--- config.mk ---
export PLATFORM = sky130hd
export DESIGN_NAME = counter_load_seq
export DESIGN_NICKNAME = d
export VERILOG_FILES = /design/src/rtl/counter_load_seq.sv
export SDC_FILE = /design/constraint.sdc
export NUM_CORES = 1
export LEC_CHECK = 0
export ABC_AREA = 1
export CORE_MARGIN = 1.5
export CORE_UTILIZATION = 55
export DETAILED_ROUTE_END_ITERATION = 16
export PLACE_DENSITY = 0.84
export SLEW_MARGIN = 20
export SYNTH_ARGS = -nofsm -noshare
export SYNTH_HDL_FRONTEND = slang
export SYNTH_SLANG_ARGS = --single-unit
--- constraint.sdc ---
create_clock -name clk -period 3.5 [get_ports clk]
set_input_delay 0.7 -clock clk [delete_from_list [all_inputs] [get_ports clk]]
set_output_delay 0.7 -clock clk [all_outputs]
set_load 0.01 [all_outputs]
--- src/rtl/counter_load_seq.sv ---
// Parallel-load sequencer for the 4-bit up_counter: buffers presets, pulses load,
// verifies the captured value, retries on mismatch and reports abandoned loads.
module counter_load_seq #(
   parameter int WIDTH     = 4,
   parameter int DEPTH     = 2,
   parameter int GAP_CYC   = 2,
   parameter int MAX_RETRY = 2
) (
   input  logic             clk,
   input  logic             rst,
   input  logic             req_valid,
   input  logic [WIDTH-1:0] req_data,
   output logic             req_ready,
   input  logic [WIDTH-1:0] cnt_in,
   output logic [WIDTH-1:0] d_out,
   output logic             load,
   output logic             done,
   output logic             err,
   output logic [7:0]       err_count,
   output logic             busy,
   output logic [1:0]       dbg_state
);

   // Handshake: a preset transfers on the posedge where req_valid && req_ready;
   // req_valid may be held or dropped freely, req_ready is a registered !full.

   localparam int AW       = (DEPTH > 1) ? $clog2(DEPTH) : 1;
   localparam int CW       = $clog2(DEPTH + 1);
   localparam int RW       = (MAX_RETRY > 0) ? $clog2(MAX_RETRY + 1) : 1;
   localparam int GW       = (GAP_CYC > 1) ? $clog2(GAP_CYC) : 1;
   localparam int GAP_LAST = (GAP_CYC > 0) ? GAP_CYC - 1 : 0;

   typedef enum logic [1:0] {
      S_IDLE   = 2'd0,
      S_LOAD   = 2'd1,
      S_VERIFY = 2'd2,
      S_GAP    = 2'd3
   } state_t;

   state_t           state;
   logic [WIDTH-1:0] mem [DEPTH];
   logic [AW-1:0]    wr_ptr;
   logic [AW-1:0]    rd_ptr;
   logic [CW-1:0]    count;
   logic [CW-1:0]    count_next;
   logic [RW-1:0]    retry_cnt;
   logic [GW-1:0]    gap_cnt;
   logic             push;
   logic             pop;
   logic             in_verify;
   logic             match;
   logic             retry_left;

   assign push       = req_valid && req_ready;
   assign pop        = done || err;
   assign in_verify  = (state == S_VERIFY);
   assign match      = (cnt_in == d_out);
   assign retry_left = (retry_cnt != RW'(MAX_RETRY));

   // Verdicts are decoded in the VERIFY cycle itself so they coincide with the
   // counter value they judge; every term is a flop except the cnt_in compare.
   assign done = in_verify && match;
   assign err  = in_verify && !match && !retry_left;

   assign busy      = (state != S_IDLE) || (count != '0);
   assign dbg_state = state;

   always_comb begin
      count_next = count;
      if (push && !pop)
         count_next = count + CW'(1);
      else if (!push && pop)
         count_next = count - CW'(1);
   end

   always_ff @(posedge clk) begin
      if (push)
         mem[wr_ptr] <= req_data;
   end

   always_ff @(posedge clk or negedge rst) begin
      if (!rst) begin
         wr_ptr    <= '0;
         rd_ptr    <= '0;
         count     <= '0;
         req_ready <= 1'b1;
      end else begin
         if (push)
            wr_ptr <= wr_ptr + AW'(1);
         if (pop)
            rd_ptr <= rd_ptr + AW'(1);
         count     <= count_next;
         req_ready <= (count_next != CW'(DEPTH));
      end
   end

   always_ff @(posedge clk or negedge rst) begin
      if (!rst) begin
         state     <= S_IDLE;
         d_out     <= '0;
         load      <= 1'b0;
         retry_cnt <= '0;
         gap_cnt   <= '0;
         err_count <= '0;
      end else begin
         case (state)
            S_IDLE: begin
               if (count != '0) begin
                  d_out <= mem[rd_ptr];
                  load  <= 1'b1;
                  state <= S_LOAD;
               end
            end
            S_LOAD: begin
               load  <= 1'b0;
               state <= S_VERIFY;
            end
            S_VERIFY: begin
               if (match) begin
                  retry_cnt <= '0;
                  gap_cnt   <= '0;
                  state     <= S_GAP;
               end else if (retry_left) begin
                  // Re-pulse the same d_out; LOAD already guarantees a low cycle between pulses.
                  retry_cnt <= retry_cnt + RW'(1);
                  load      <= 1'b1;
                  state     <= S_LOAD;
               end else begin
                  retry_cnt <= '0;
                  gap_cnt   <= '0;
                  state     <= S_GAP;
                  if (err_count != 8'hFF)
                     err_count <= err_count + 8'd1;
               end
            end
            S_GAP: begin
               if (gap_cnt == GW'(GAP_LAST))
                  state <= S_IDLE;
               else
                  gap_cnt <= gap_cnt + GW'(1);
            end
            default: state <= S_IDLE;
         endcase
      end
   end

endmodule

==> metrics.txt <==
status completed; final WL 3.12 mm; crit path time final 2.92 ns; Ys Warns 0; Cell Rows 19; post-synthesis register bit count 31; switching power 636 uW; Core Region 2710 um^2; Seq/Total Area, Yosys 0.529; Logic pwr share 0.463; post-layout util 0.708; Mapped Cells 170; fin crit share 0.834; Final Wtd Congestion 0.763; terminus of the critical flop-to-flop path err_count[4]; ant diodes 0; worst setup path class in2out; total track usage 0.234; top cell type's share of synthesized area 0.356; Die Height 56.0 um; via count of the routed design 1,213; GRT Residual Overflow 0; Worst Path Buf+Inv 2; leading post-synthesis cells by cell area dfrtp_1, edfxtp_1, nand2_1; Max Freq 343 MHz; Starting Density 0.570; Lkg Pwr 0.915 nW; drc violations 0; H-tree depth 2; Final Instance Area 1920 um^2; clock tree buffer depth 2; initial antenna violation count 0; WP data required 2.80 ns; top fanout value on the critical path 4; Rel. slew slack 0.659; reg2reg path depth 8; DRT antenna net count 0; clk_lat worst skew 0.33 ns; Arr. time, crit path 2.22 ns; largest area contributor in the netlist dfrtp_1; first-pass GRT wire length 5.42 mm; CTS Hold Bufs 0; number of iterations in the first detailed-routing pass 4; Die W 56.0 um; Reg clk slew, reported paths 0.10 ns; Critical Path Start Type input pin; Post-Syn Nets 183; RSZ-0062 raised after global routing false; TNS Setup 0 ns; I/O pin total 30; Post-DP HPWL 2.38 mm; DP Cell Count 230; slowest CP cell clkdlybuf4s50_1; Top delay family on crit path buffers and inverters; Mapped Area 1550 um^2; crit path capture type output pin; Cell Count, Final, Fillers Out 238; maxcap violations 0; quantity of I/O buffers inserted on ports 29; Syn-to-layout area delta 24.2%; Post-CTS Setup Bufs 0; TritonCTS clock tree built; Slew @ Worst Pin 0.511 ns; Hold Fails Final Rpt 0; vias per cell 5.10; die area 3140 um^2; layout cells sized above 1 0.150; Slew Viols, Final 0; Final Net Count 219; Max IR drop VDD 0.608 mV; dpl cell area 1870 um^2; CTS Sinks 31; Pwr per Cell Area 816 nW/um^2; r2r setup slk 2.05 ns; worst r2r src err_count[0]; post_cts resized 0; Flop pwr share 0.411; Internal 931 uW; crit path cell chain clkdlybuf4s50_1 -> nand2_1 -> nand2_1 -> nor2_2 -> nand2_2 -> nand2_4 -> nor2_4 -> clkdlybuf4s50_1; clock root buffer clkbuf_4; total CTS buffers 5; drt initial violations 30; CP peak stage delay 0.55 ns; largest net degree at the start of global routing 24; vias in the first global route 1,226; clock power share 0.126; Final setup viols 0; post-synth cell types 29; Sw Share 0.406; wire per inst 13.1 um; clock skew 0.0114 ns; Power Total 1.57 mW; hold crit path type in2async; syn avg cell area 9.09 um^2
-- through the flow --
stage                     hold slack, ns  setup WS (ns)
final                              0.326          0.581
after global routing               0.338          0.473
after CTS                          0.492          0.579
after detailed placement           0.482          0.580
after global placement             0.438          0.626
after floorplan                    0.404           1.64
-- sequential cells by signal (all words and copies together) (netlist names), 2 cells and up --
register   cells
dbg_state      2
retry_cnt      2
d_out          4
mem            8
count          2
err_count      8
-- metal layers --
layer	GRT usage	vias up	routed length (um)
met5	0	-	0
met4	0.143	0	96
met3	0.0884	11	199
met1	0.228	561	1200
met2	0.413	38	1630
li1	-	603	-
-- worst max-delay path by stage --
stage	end	depth (start not counted)	startpoint	slack (ns)
finish	err	8	cnt_in[1]	0.58
global route	err	8	cnt_in[1]	0.47
CTS	err	8	cnt_in[1]	0.58
detailed placement	err	8	cnt_in[1]	0.58
global placement	err	8	cnt_in[1]	0.63
floorplan	err	7	cnt_in[0]	1.64
-- layout by cell type (no fill, tap or decap), drive strengths merged --
cell type / count
clkdlybuf4s50: 28
nand3b: 1
dfrtp: 22
o21ai: 7
or2: 1
o22ai: 1
nor3: 3
dfstp: 1
nand4: 1
a31oi: 4
xor2: 6
nand2: 56
clkbuf: 7
nor2: 15
inv: 30
buf: 1
a21oi: 1
xnor2: 3
clkinv: 1
edfxtp: 8
ha: 2
nand3: 7
o31ai: 1
-- worst register-to-register path, cell delays in order (launching register included) --
cell	delay, ns
dfrtp_1	0.42
ha_1	0.24
nand4_2	0.16
nor2_1	0.11
nand2_1	0.09
nand2_4	0.16
inv_8	0.06
nand2_2	0.06
o21ai_2	0.04
-- cell usage after synthesis (all sizes together) --
library cell,instances
nand3,7
a31oi,4
o22ai,1
nor2,15
xnor2,3
ha,2
nand2,56
o21ai,7
xor2,6
nor3,3
a21oi,1
edfxtp,8
nand3b,1
o31ai,1
nand4,1
inv,30
dfrtp,22
or2,1
dfstp,1
-- logic make-up (layout without fill, tap and decap cells) --
| group | Yosys count | count (layout) | synth area share |
|---|---|---|---|
| AOI/OAI and AO/OA | 14 | 14 | 0.0583 |
| buffers and inverters | 30 | 67 | 0.0777 |
| and+or+nand+nor | 84 | 84 | 0.268 |
| xor gates and xnor gates | 9 | 9 | 0.0510 |
| DFF | 31 | 31 | 0.529 |
| adders and majority gates | 2 | 2 | 0.0162 |
-- area by class of cell --
| cell class | count | area, um^2 |
|---|---|---|
| timing repair buffer | 29 | 285 |
| tap | 31 | 38.8 |
| inverter | 30 | 120 |
| sequential | 31 | 817 |
| clock inverter | 1 | 5.00 |
| fill | 223 | 791 |
| clock buffer | 7 | 45.0 |
| multi-input combinational | 109 | 608 |
-- power groups by stage --
stage,registers (mW),logic [mW],clock network (mW)
floorplan,0.665,0.424,0
global placement,0.638,0.689,0
detailed placement,0.650,0.728,0
CTS,0.644,0.732,0.204
global route,0.669,0.812,0.215
finish,0.644,0.725,0.197
Note: power is estimated with default switching activity, not from simulation.
